### src/rtl/pwm_capture_if.sv
// pwm_capture_if: line input and measurement results of the PWM capture block.
// The master side drives the PWM line and consumes results; the slave side is
// the capture block itself. CW must match the CW of the attached pwm_capture.
interface pwm_capture_if #(
    parameter int CW = 23
);
    logic          i_pwm;     // PWM line, asynchronous to the capture clock
    logic          o_valid;   // one-cycle strobe: o_high/o_period updated
    logic [CW-1:0] o_high;    // clocks high in the last frame
    logic [CW-1:0] o_period;  // clocks in the last frame, all-ones on timeout
    logic          o_stuck;   // level: no rising edge for 2^CW-1 clocks

    modport master (
        output i_pwm,
        input  o_valid,
        input  o_high,
        input  o_period,
        input  o_stuck
    );

    modport slave (
        input  i_pwm,
        output o_valid,
        output o_high,
        output o_period,
        output o_stuck
    );
endinterface

### src/rtl/pwm_capture.sv
// pwm_capture: measures high time and period (in i_clk cycles) of a PWM line.
// A frame runs from one synchronised rising edge to the next; each completed
// frame gives one o_valid strobe. A line without a rising edge long enough for
// the period counter to saturate produces a single timeout strobe and sets
// o_stuck until the next rising edge.
//
// Optional build macro: PWMCAP_DEGLITCH_EN
//   defined   - the synchronised line is filtered; it must hold a new level for
//               DG consecutive clocks before the filtered level follows.
//   undefined - every synchronised transition is an edge.
module pwm_capture #(
    parameter int CW = 23,
    parameter int DG = 4
) (
    input  logic         i_clk,
    input  logic         i_reset,
    pwm_capture_if.slave cap
);

    // Counter constants: saturation value, the value one below it (the cycle on
    // which a timeout fires) and the frame-start value.
    localparam logic [CW-1:0] CNT_MAX  = {CW{1'b1}};
    localparam logic [CW-1:0] CNT_LAST = {{(CW-1){1'b1}}, 1'b0};
    localparam logic [CW-1:0] CNT_ONE  = CW'(1'b1);
    localparam logic [CW-1:0] CNT_ZERO = {CW{1'b0}};

    typedef enum logic [1:0] {
        S_IDLE = 2'd0,
        S_HIGH = 2'd1,
        S_LOW  = 2'd2
    } state_t;

    // Saturating increment: counters stick at all-ones and never wrap.
    function automatic logic [CW-1:0] sat_inc(input logic [CW-1:0] v);
        logic [CW-1:0] r;
        if (v == CNT_MAX) begin
            r = v;
        end else begin
            r = v + CNT_ONE;
        end
        return r;
    endfunction

    // ------------------------------------------------------------------
    // Input path
    // ------------------------------------------------------------------
    logic sync1_q;
    logic sync2_q;
    logic s_last_q;
    logic s_pwm_s;
    logic rise_s;
    logic fall_s;

    // Two-flop synchroniser for the asynchronous line plus edge-detect history.
    always_ff @(posedge i_clk or posedge i_reset) begin
        if (i_reset) begin
            sync1_q  <= 1'b0;
            sync2_q  <= 1'b0;
            s_last_q <= 1'b0;
        end else begin
            sync1_q  <= cap.i_pwm;
            sync2_q  <= sync1_q;
            s_last_q <= s_pwm_s;
        end
    end

`ifdef PWMCAP_DEGLITCH_EN
    localparam int             DCW        = (DG > 1) ? $clog2(DG) : 1;
    localparam logic [DCW-1:0] DCNT_LAST  = DCW'(DG - 1);
    localparam logic [DCW-1:0] DCNT_ONE   = DCW'(1'b1);
    localparam logic [DCW-1:0] DCNT_ZERO  = {DCW{1'b0}};

    logic           filt_q;
    logic           filt_d;
    logic [DCW-1:0] dcnt_q;
    logic [DCW-1:0] dcnt_d;

    // Filter: follow the synchronised line only after it has disagreed with the
    // filtered level for DG consecutive clocks; any agreement restarts the run.
    always_comb begin
        filt_d = filt_q;
        dcnt_d = DCNT_ZERO;
        if (sync2_q != filt_q) begin
            if (dcnt_q == DCNT_LAST) begin
                filt_d = sync2_q;
                dcnt_d = DCNT_ZERO;
            end else begin
                filt_d = filt_q;
                dcnt_d = dcnt_q + DCNT_ONE;
            end
        end else begin
            filt_d = filt_q;
            dcnt_d = DCNT_ZERO;
        end
    end

    // Filter level and disagreement run-length registers.
    always_ff @(posedge i_clk or posedge i_reset) begin
        if (i_reset) begin
            filt_q <= 1'b0;
            dcnt_q <= DCNT_ZERO;
        end else begin
            filt_q <= filt_d;
            dcnt_q <= dcnt_d;
        end
    end

    assign s_pwm_s = filt_q;
`else
    // DG only sizes the filter; it stays referenced in the unfiltered build.
    logic [31:0] dg_unused_s;
    assign dg_unused_s = 32'(DG);

    assign s_pwm_s = sync2_q;
`endif

    assign rise_s =  s_pwm_s & ~s_last_q;
    assign fall_s = ~s_pwm_s &  s_last_q;

    // ------------------------------------------------------------------
    // Frame FSM and counters
    // ------------------------------------------------------------------
    state_t        state_q;
    state_t        state_d;
    logic [CW-1:0] pcnt_q;
    logic [CW-1:0] pcnt_d;
    logic [CW-1:0] hcnt_q;
    logic [CW-1:0] hcnt_d;
    logic          timeout_s;

    // A timeout fires on the cycle the period counter would saturate; a rise on
    // that same cycle takes priority, which is why it is qualified later.
    assign timeout_s = (pcnt_q == CNT_LAST);

    // State register.
    always_ff @(posedge i_clk or posedge i_reset) begin
        if (i_reset) begin
            state_q <= S_IDLE;
        end else begin
            state_q <= state_d;
        end
    end

    // Next-state logic: a rise always (re)starts a frame, otherwise a timeout
    // drops back to idle, otherwise the high/low phase follows the line.
    always_comb begin
        state_d = state_q;
        if (rise_s) begin
            state_d = S_HIGH;
        end else if (timeout_s) begin
            state_d = S_IDLE;
        end else begin
            case (state_q)
                S_IDLE: state_d = S_IDLE;
                S_HIGH: begin
                    if (fall_s) begin
                        state_d = S_LOW;
                    end else begin
                        state_d = S_HIGH;
                    end
                end
                S_LOW:  state_d = S_LOW;
                default: state_d = S_IDLE;
            endcase
        end
    end

    // Counter next values: a rise loads 1 into both (the rise cycle is the
    // first clock of the new frame); high time only grows while in S_HIGH
    // with the line still high, so it freezes from the falling-edge cycle.
    always_comb begin
        pcnt_d = sat_inc(pcnt_q);
        hcnt_d = hcnt_q;
        if (rise_s) begin
            pcnt_d = CNT_ONE;
            hcnt_d = CNT_ONE;
        end else if (timeout_s) begin
            pcnt_d = CNT_MAX;
            hcnt_d = hcnt_q;
        end else if ((state_q == S_HIGH) && s_pwm_s) begin
            pcnt_d = sat_inc(pcnt_q);
            hcnt_d = sat_inc(hcnt_q);
        end else begin
            pcnt_d = sat_inc(pcnt_q);
            hcnt_d = hcnt_q;
        end
    end

    // Period and high-time counter registers.
    always_ff @(posedge i_clk or posedge i_reset) begin
        if (i_reset) begin
            pcnt_q <= CNT_ZERO;
            hcnt_q <= CNT_ZERO;
        end else begin
            pcnt_q <= pcnt_d;
            hcnt_q <= hcnt_d;
        end
    end

    // ------------------------------------------------------------------
    // Result outputs
    // ------------------------------------------------------------------
    logic          valid_q;
    logic          valid_d;
    logic [CW-1:0] high_q;
    logic [CW-1:0] high_d;
    logic [CW-1:0] period_q;
    logic [CW-1:0] period_d;
    logic          stuck_q;
    logic          stuck_d;

    // Output decode: a rise in S_LOW closes a frame and publishes the counts;
    // a rise elsewhere only starts a frame; a timeout without a rise publishes
    // the saturated marker once (pcnt then sits at all-ones, so it cannot
    // re-fire). Results hold between strobes.
    always_comb begin
        valid_d  = 1'b0;
        high_d   = high_q;
        period_d = period_q;
        stuck_d  = stuck_q;
        if (rise_s) begin
            stuck_d = 1'b0;
            if (state_q == S_LOW) begin
                valid_d  = 1'b1;
                high_d   = hcnt_q;
                period_d = pcnt_q;
            end else begin
                valid_d  = 1'b0;
            end
        end else if (timeout_s) begin
            valid_d  = 1'b1;
            period_d = CNT_MAX;
            high_d   = s_pwm_s ? CNT_MAX : CNT_ZERO;
            stuck_d  = 1'b1;
        end else begin
            valid_d  = 1'b0;
        end
    end

    // Registered result outputs.
    always_ff @(posedge i_clk or posedge i_reset) begin
        if (i_reset) begin
            valid_q  <= 1'b0;
            high_q   <= CNT_ZERO;
            period_q <= CNT_ZERO;
            stuck_q  <= 1'b0;
        end else begin
            valid_q  <= valid_d;
            high_q   <= high_d;
            period_q <= period_d;
            stuck_q  <= stuck_d;
        end
    end

    assign cap.o_valid  = valid_q;
    assign cap.o_high   = high_q;
    assign cap.o_period = period_q;
    assign cap.o_stuck  = stuck_q;

endmodule

### src/flat_wrapper.sv
// flat-port wrapper written by rule: the top's interface ports become plain ports
module pwm_capture_flat 
#(
    parameter int CW = 23,
    parameter int DG = 4
)
  (i_clk, i_reset, cap_i_pwm, cap_o_valid, cap_o_high, cap_o_period, cap_o_stuck);
  pwm_capture_if #(.CW(CW)) cap_i ();
  input  logic i_clk;
  input  logic i_reset;
  input wire logic [$bits(cap_i.i_pwm)-1:0] cap_i_pwm;
  output wire logic [$bits(cap_i.o_valid)-1:0] cap_o_valid;
  output wire logic [$bits(cap_i.o_high)-1:0] cap_o_high;
  output wire logic [$bits(cap_i.o_period)-1:0] cap_o_period;
  output wire logic [$bits(cap_i.o_stuck)-1:0] cap_o_stuck;
  assign cap_i.i_pwm = cap_i_pwm;
  assign cap_o_valid = cap_i.o_valid;
  assign cap_o_high = cap_i.o_high;
  assign cap_o_period = cap_i.o_period;
  assign cap_o_stuck = cap_i.o_stuck;
  pwm_capture #(.CW(CW), .DG(DG)) u_core (.i_clk(i_clk), .i_reset(i_reset), .cap(cap_i));
endmodule
### config.mk
export PLATFORM = sky130hd
export DESIGN_NAME = pwm_capture_flat
export DESIGN_NICKNAME = d
export VERILOG_FILES = /design/src/rtl/pwm_capture_if.sv /design/src/rtl/pwm_capture.sv /design/src/flat_wrapper.sv
export SDC_FILE = /design/constraint.sdc
export NUM_CORES = 1
export LEC_CHECK = 0
export BUFFER_PORTS_ARGS = -buffer_cell sky130_fd_sc_hd__buf_2
export CELL_PAD_IN_SITES_DETAIL_PLACEMENT = 0
export CELL_PAD_IN_SITES_GLOBAL_PLACEMENT = 2
export CORE_ASPECT_RATIO = 1.4
export CORE_MARGIN = 8
export CORE_UTILIZATION = 38
export CTS_BUF_LIST = sky130_fd_sc_hd__clkbuf_8
export DETAILED_ROUTE_END_ITERATION = 12
export GPL_TIMING_DRIVEN = 1
export PLACE_DENSITY = 0.85
export RECOVER_POWER = 100
export SLEW_MARGIN = 10
export SYNTH_ARGS = -nofsm -noshare
export SYNTH_HDL_FRONTEND = slang
export SYNTH_SLANG_ARGS = --single-unit
### constraint.sdc
create_clock -name i_clk -period 6.2 [get_ports i_clk]
set_clock_uncertainty 0.05 [all_clocks]
set_input_delay 0.62 -clock i_clk [delete_from_list [all_inputs] [get_ports i_clk]]
set_output_delay 0.62 -clock i_clk [all_outputs]
set_load 0.05 [all_outputs]
==> results of run 1 <==
-- worst max-delay path by stage --
stage	cells past startpoint	to	from
after CTS	6	u_core.cap.o_high[22]$_DFFE_PP0P_	u_core.pcnt_q[9]$_DFFE_PP0P_
after global routing	6	u_core.cap.o_high[11]$_DFFE_PP0P_	u_core.s_pwm_s$_DFF_PP0_
after detailed placement	6	u_core.cap.o_high[22]$_DFFE_PP0P_	u_core.pcnt_q[8]$_DFFE_PP0P_
after floorplan	1	u_core.cap.o_high[0]$_DFFE_PP0P_	i_reset
final	6	u_core.cap.o_high[22]$_DFFE_PP0P_	u_core.s_pwm_s$_DFF_PP0_
after global placement	6	u_core.cap.o_high[20]$_DFFE_PP0P_	u_core.pcnt_q[8]$_DFFE_PP0P_
-- state kept, by name, summed over array words and instances, names as in the netlist --
name	cells
u_core.cap.o_valid	1
u_core.sync1_q	1
u_core.cap.o_high	23
u_core.cap.o_stuck	1
u_core.hcnt_q	23
u_core.pcnt_q	23
u_core.s_pwm_s	1
u_core.cap.o_period	23
u_core.state_q	2
u_core.s_last_q	1
-- area by class of cell --
cell class	count	area (um^2)
Fill cell	1250	7008
Sequential cell	99	2477
Multi-Input combinational cell	298	1994
Timing Repair Buffer	56	231.5
Tap cell	150	187.7
Clock buffer	10	137.6
Inverter	28	106.4
Clock inverter	6	48.80
-- through the flow --
step | std cells | util [%] | hold slack, ps | worst slack, ps
5_1_grt | 647 | 42.52 | 284.9 | 1890
3_3_place_gp | 631 | 41.55 | 285.8 | 3568
4_1_cts | 647 | 43.08 | 199.1 | 3446
3_5_place_dp | 631 | 41.55 | 285.6 | 3462
2_1_floorplan | 452 | - | 281.2 | 2940
6_report | 647 | 42.52 | 307.9 | 2145
-- critical path: cells and delay by family, from the launching register on --
kind	cells	cell delay [ps]
AOI/OAI and AO/OA	1	1420
and+or+nand+nor	1	360
buffers and inverters	3	1470
DFF	1	370
muxes	1	250
-- kinds of logic after synthesis --
logic type | Yosys count
AO/OA/AOI/OAI | 117
multiplexers | 27
flip-flops | 99
adder cells (fa/ha/maj) | 5
buffers and inverters | 55
AND/OR/NAND/NOR | 131
XOR/XNOR | 18
-- synthesized netlist by cell type (2+ instances only) --
| cell type | number |
|---|---|
| or2_2 | 3 |
| nor3_1 | 5 |
| inv_1 | 28 |
| xnor2_1 | 6 |
| o22a_1 | 23 |
| o31ai_1 | 11 |
| clkbuf_1 | 17 |
| and4_2 | 4 |
| nand2b_1 | 3 |
| nand4_1 | 11 |
| ha_1 | 5 |
| and4_1 | 4 |
| o211ai_1 | 3 |
| buf_4 | 2 |
| nor2_1 | 17 |
| or4_2 | 3 |
| nand2_1 | 24 |
| nor2b_1 | 2 |
| a21oi_1 | 39 |
| and2_1 | 2 |
| or4_1 | 13 |
| nor4_1 | 3 |
| o21ai_0 | 32 |
| buf_2 | 4 |
| mux2i_1 | 27 |
| dfrtp_1 | 99 |
| or3_1 | 9 |
| xor2_1 | 12 |
| clkbuf_8 | 3 |
| nand3_1 | 22 |
-- layer usage --
metal | part of all wire, % | wire length [um] | GRT usage, % | vias to the layer above
met5 | 0 | 0 | 0 | -
met4 | 0.89 | 95 | 4.013 | 0
met3 | 3.8 | 404 | 2.963 | 7
met2 | 52 | 5608 | 23.90 | 51
met1 | 43 | 4585 | 15.92 | 1734
li1 | - | - | - | 1723
-- power by group --
group          total [mW]  leakage (nW)  internal (mW)  switching [mW]
registers           0.809          1.33          0.742          0.0673
clock network       0.394        0.0855          0.160           0.233
logic               0.509         0.624          0.106           0.403
==> key figures, run 1 <==
Synth
  • Mux share of post-synthesis cell area: 5.736%
  • Post-synthesis simple-gate area fraction: between 10% and 20%
  • Synth cell types: 46
  • Async set or reset register ratio after synthesis: 100.0%
  • XOR/XNOR Fraction of Synth Area: 3.346%
  • Synth Area in Compound Gates: 15.69%
  • Mapped Avg Cell Area: 10.42 um^2
  • FF+latch count, synth: 99
  • Sequential share of the synthesized area: 52.58%
  • Top cells by area, synth: dfrtp_1 53%, mux2i_1 5.7%, o22a_1 4.3%, a21oi_1 4.1%, o21ai_0 3.4%
  • Post-Synthesis Cells: roughly 450
  • Yosys top cell by area: dfrtp_1
  • Main combinational cell family by area after synthesis: simple AND/OR/NAND/NOR gates
  • Number of flops mapped to enable cells by yosys: 0
  • Post-Syn Area: ~4700 um^2
  • Syn nets: 460
  • Syn. warnings: 0
  • Top_reg_cell synth: dfrtp_1
  • Yosys top cell area share: 52.58%
  • Post-Synth Adder-Cell Area: approximately 1.3%

Drt
  • Via density: 5.433
  • DRC viols: 0
  • Via count: approximately 3,500
  • WL final: between 10,000 and 15,000 um
  • Routed length per placed instance: 16.53 um
  • DRT iter0 DRCs: 130
  • Routed Antenna Nets: 0
  • Initial DRT Pass Iterations: 4

STA
  • Setup TNS: 0 ps
  • Worst slew pin tran: approximately 1800 ps
  • Setup violators final: 0
  • Max-slew violation count: 14
  • Max Clock Freq: roughly 0.25 GHz
  • Part of the cycle the worst path needs: 65.41%
  • Rel. slew slack: -20.32%
  • RSZ-0062 raised after global routing: false
  • Final min period: 4055 ps
  • Final Hold Viols: 0

Clocking
  • CTS Buffer Depth: 2
  • CTS Hold Bufs: 0
  • CTS buffer count: 9
  • Resized Gates After CTS: 0
  • Root Buffer: clkbuf_8
  • CTS tree: built
  • Clk sinks: 99
  • # H-tree levels: 3
  • # Post-CTS Setup Buffers: 0
  • Reg clk slew, reported paths: 100 ps
  • Clk Latency, worst-skew pair: between 300 and 400 ps

Setup path
  • FF-to-FF path depth: 6
  • Startpoint class of the critical path: flop
  • Critical Path Fanout Max: between 40 and 50
  • CP max stage delay: 1420 ps
  • Arr. time, crit path: around 4300 ps
  • Crit-path slowest cell: o21ai_0
  • End of the worst register-to-register path: u_core.cap.o_high[22]$_DFFE_PP0P_
  • Critical path type: flop to flop
  • Critical-path cell list: clkbuf_1, nor2b_1, buf_4, o21ai_0, buf_4, mux2i_1
  • CP required: 6440 ps
  • Crit. End Element: flop
  • Cell mode on critical path: buf_4
  • R2R setup slack: 2140 ps
  • Worst r2r src: u_core.s_pwm_s$_DFF_PP0_

Outcome
  • Status: finished with violations
  • Failing checks: capacitance limit, slew limit

Die
  • Core Footprint: 12,190 um^2
  • Die Y: 147.8 um
  • Die X: about 110 um
  • Die area: ~16,000 um^2
  • Row count: 48
  • Initial Utilization: 38.65%
  • Ports: 51

Placement
  • RePlAce Congestion: about 0.78
  • Placed cell areas: 5066 um^2
  • Hpwl dp: 7111 um
  • I/O Buffers: 50

Power and ir drop
  • Leakage power: 2.039 nW
  • Total power: between 1.5 and 2 mW
  • Pwr dens: 330.2 nW/um^2
  • Worst VDD drop: 0.1749 mV

Finish
  • Most common cell after layout, fill and taps aside: dfrtp_1
  • Final nets: 500
  • Most frequent cells in the layout: 99 x dfrtp_1, 49 x clkbuf_1, 39 x a21oi_1, 32 x o21ai_0
  • Fin area: 5184 um^2
  • Share of post-route cells with drive strength above 1: just over 8%
  • Ant. Diodes: 0
  • Area Growth Syn to Fin: 10.01%

Job
  • Max_cap viols: 2

Min path
  • Hold Path Depth: 1
  • Worst min path class: input port to flop
  • Worst Hold Endpoint: u_core.sync1_q$_DFF_PP0_
  • Min-delay src: cap_i_pwm

Global routing
  • Vias in the first global route: 3,550
  • Pin count of the biggest net entering global routing: 68
  • Initial antenna violation count: 0
  • First-pass GRT wire length: 17,750 um
  • Gr usage total: 13.60%
  • Gr ovfl total: 0
(Power assumes the default switching activity.)
==> run 2, diff against run 1 <==
- ABC_AREA: default -> 1
- CORE_UTILIZATION: 38 -> 33
- PLACE_DENSITY: 0.85 -> 0.84
- clock period: 6.2 -> 3.6 ns (I/O delays scaled with it)
==> run 2 against run 1 <==
Compared with the run above: highest routed layer unchanged; count of clock-buffer cells in the layout is the same; power increased by 80%; largest power group unchanged; the run still ends with capacitance limit, slew limit left; sequential share of layout area down 3.8 points; utilization down 6.3 points; critical path depth is 1 higher; die area is 24% higher; global-route usage is 1.4 points higher; first-iteration DRC count up 98%; critical path type unchanged; setup slack worse by 1300 ps.
==> key figures, run 2 <==
Clocking
  • CTS buffer count: 9 (unchanged)
  • Reg clk slew, reported paths: 100 ps (about the same)
  • CTS Hold Bufs: 0 (unchanged)
  • # H-tree levels: 3 (unchanged)
  • Clk Latency, worst-skew pair: 370 ps (about the same)
  • CTS tree: built (unchanged)
  • Clk sinks: 99 (unchanged)
  • CTS Buffer Depth: 2 (unchanged)
  • # Post-CTS Setup Buffers: 0 (unchanged)
  • Resized Gates After CTS: 0 (unchanged)
  • Root Buffer: clkbuf_8 (unchanged)

Drt
  • WL final: 14,510 um (was 10,690 um)
  • DRT iter0 DRCs: 257 (was 130)
  • Routed length per placed instance: 15.99 um (was 16.53 um)
  • DRC viols: 0 (unchanged)
  • Via count: 4,415 (was 3,515)
  • Via density: 4.868 (was 5.433)
  • Routed Antenna Nets: 0 (unchanged)
  • Initial DRT Pass Iterations: 5 (was 4)

Setup path
  • Startpoint class of the critical path: flop (unchanged)
  • End of the worst register-to-register path: u_core.cap.o_high[17]$_DFFE_PP0P_ (was u_core.cap.o_high[22]$_DFFE_PP0P_)
  • Crit. End Element: flop (unchanged)
  • Worst r2r src: u_core.s_last_q$_DFF_PP0_ (was u_core.s_pwm_s$_DFF_PP0_)
  • Crit-path slowest cell: nor2_1 (was o21ai_0)
  • R2R setup slack: 850 ps (was 2140 ps)
  • Critical Path Fanout Max: 46 (was 43)
  • Worst Setup SP: u_core.s_last_q$_DFF_PP0_ (was u_core.s_pwm_s$_DFF_PP0_)
  • CP max stage delay: 580 ps (was 1420 ps)
  • CP required: 3830 ps (was 6440 ps)
  • Critical-path cell list: nor2_8, inv_4, nor2_1, inv_1, nand2_8, inv_6, o21ai_0 (was clkbuf_1, nor2b_1, buf_4, o21ai_0, buf_4, mux2i_1)
  • Arr. time, crit path: 2980 ps (was 4300 ps)
  • FF-to-FF path depth: 7 (was 6)
  • Critical path type: flop to flop (unchanged)
  • Worst setup path endpoint: u_core.cap.o_high[17]$_DFFE_PP0P_ (was u_core.cap.o_high[22]$_DFFE_PP0P_)

Die
  • Core Footprint: 15,540 um^2 (was 12,190 um^2)
  • Ports: 51 (unchanged)
  • Die X: 122.5 um (was 110.1 um)
  • Row count: 54 (was 48)
  • Die Y: 165.1 um (was 147.8 um)
  • Die area: 20,220 um^2 (was 16,270 um^2)
  • Initial Utilization: 33.71% (was 38.65%)

Finish
  • Most frequent cells in the layout: 200 x nand2_1, 118 x nor2_1, 99 x dfrtp_1, 62 x o21ai_0, 50 x clkbuf_1 (was 99 x dfrtp_1, 49 x clkbuf_1, 39 x a21oi_1, 32 x o21ai_0)
  • Most common cell after layout, fill and taps aside: nand2_1 (was dfrtp_1)
  • Final nets: 714 (was 500)
  • Area Growth Syn to Fin: 7.499% (was 10.01%)
  • Ant. Diodes: 0 (unchanged)
  • Final Non-Filler Cells: 907 (was 647)
  • Share of post-route cells with drive strength above 1: 6.610% (was 8.048%)

STA
  • Worst slew pin tran: 2690 ps (was 1786 ps)
  • Rel. slew slack: -80.33% (was -20.32%)
  • Setup violators final: 0 (unchanged)
  • Max-slew violation count: 61 (was 14)
  • Part of the cycle the worst path needs: 76.30% (was 65.41%)
  • RSZ-0062 raised after global routing: false (unchanged)
  • Max Clock Freq: 0.3641 GHz (was 0.2466 GHz)
  • Final Hold Viols: 0 (unchanged)
  • Worst hold slack: 31.93 ps (was 307.9 ps)
  • Final min period: 2747 ps (was 4055 ps)
  • Setup TNS: 0 ps (unchanged)

Synth
  • Top_reg_cell synth: dfrtp_1 (unchanged)
  • Number of flops mapped to enable cells by yosys: 0 (unchanged)
  • Yosys top cell by area: dfrtp_1 (unchanged)
  • Post-Syn Area: 5239 um^2 (was 4712 um^2)
  • Syn. warnings: 0 (unchanged)
  • Synth cell types: 36 (was 46)
  • Post-Synthesis Cells: 660 (was 452)
  • Mapped Avg Cell Area: 7.938 um^2 (was 10.42 um^2)
  • Top cells by area, synth: dfrtp_1 47%, nand2_1 14%, nor2_1 8.1%, o21ai_0 4.3%, o21ai_2 3.8% (was dfrtp_1 53%, mux2i_1 5.7%, o22a_1 4.3%, a21oi_1 4.1%, o21ai_0 3.4%)
  • Yosys top cell area share: 47.29% (was 52.58%)
  • Synth top cells by count: 191 x nand2_1, 113 x nor2_1, 99 x dfrtp_1 (was 99 x dfrtp_1, 39 x a21oi_1, 32 x o21ai_0)
  • Sequential share of the synthesized area: 47.29% (was 52.58%)
  • FF+latch count, synth: 99 (unchanged)
  • Syn nets: 668 (was 460)
  • Count leader, synth: nand2_1 (was dfrtp_1)
  • Async set or reset register ratio after synthesis: 100.0% (unchanged)

Global routing
  • First-pass GRT wire length: 23,570 um (was 17,750 um)
  • Gr usage total: 15.01% (was 13.60%)
  • Gr ovfl total: 0 (unchanged)
  • Initial antenna violation count: 0 (unchanged)
  • Pin count of the biggest net entering global routing: 61 (was 68)
  • Vias in the first global route: 4,543 (was 3,550)

Power and ir drop
  • Pwr dens: 548.1 nW/um^2 (was 330.2 nW/um^2)
  • Leakage power: 2.588 nW (was 2.039 nW)
  • Worst VDD drop: 0.3494 mV (was 0.1749 mV)
  • Total power: 3.087 mW (was 1.712 mW)

Min path
  • Worst min path class: input port to flop (unchanged)

Outcome
  • Failing checks: capacitance limit, slew limit (unchanged)
  • Status: finished with violations (unchanged)

Placement
  • I/O Buffers: 50 (unchanged)
  • RePlAce Congestion: 0.8345 (was 0.7763)
  • Inst Count DP: 891 (was 631)
  • Hpwl dp: 10,670 um (was 7111 um)

Job
  • Max_cap viols: 1 (was 2)
run 2: how the worst min path moves through the flow:
stage	slack, ps	start	to	depth (start not counted)
2_1_floorplan	280	u_core.sync1_q$_DFF_PP0_	u_core.s_pwm_s$_DFF_PP0_	0
3_3_place_gp	410	u_core.cap.o_stuck$_DFFE_PP0P_	u_core.cap.o_stuck$_DFFE_PP0P_	2
3_5_place_dp	420	u_core.cap.o_high[1]$_DFFE_PP0P_	u_core.cap.o_high[1]$_DFFE_PP0P_	2
4_1_cts	20	cap_i_pwm	u_core.sync1_q$_DFF_PP0_	1
5_1_grt	10	cap_i_pwm	u_core.sync1_q$_DFF_PP0_	1
6_report	30	cap_i_pwm	u_core.sync1_q$_DFF_PP0_	1
run 2: stage by stage:
step,instance area (um^2),setup WS (ps),util [%]
2_1_floorplan,5239,599.6,-
3_3_place_gp,5629,1384,36.22
3_5_place_dp,5629,1306,36.22
4_1_cts,5807,1291,37.37
5_1_grt,5632,590.5,36.24
6_report,5632,853.2,36.24
run 2: cells by family (layout without fill, tap and decap cells):
group           count (synthesis)  count (layout)  share of synthesized area [%]
simple gates                  382             382                          31.55
compound gates                 96              96                          11.13
xor+xnor                       17              17                          2.842
fa+ha+maj                       5               5                          1.194
buf+inv                        61             112                          5.995
flops                          99              99                          47.29
run 2: cell type report:
class                           count  area (um^2)
Fill cell                        1684         9908
Sequential cell                    99         2477
Multi-Input combinational cell    500         2341
Tap cell                          196        245.2
Timing Repair Buffer               57        235.2
Inverter                           39        155.1
Clock buffer                       10        137.6
Clock inverter                      6        40.04
run 2: power by group:
part	leakage (nW)	switching, mW	total [mW]	internal, mW
sequential	1.33	0.153	1.44	1.29
clock	0.0978	0.409	0.680	0.271
combinational	1.16	0.773	0.964	0.191
run 2: critical path: cells and delay by family (launching register included):
kind                   cells  cell delay, ps
flip-flops                 1             450
buffers and inverters      3             690
AND/OR/NAND/NOR            3            1210
AO/OA/AOI/OAI              1             230
run 2: routing by layer:
layer / vias up / track usage, % / routed length [um]
li1: 2200 / - / -
met1: 2132 / 15.47 / 5525
met2: 61 / 28.56 / 8186
met3: 22 / 2.620 / 421
met4: 0 / 7.004 / 374
met5: - / 0 / 0
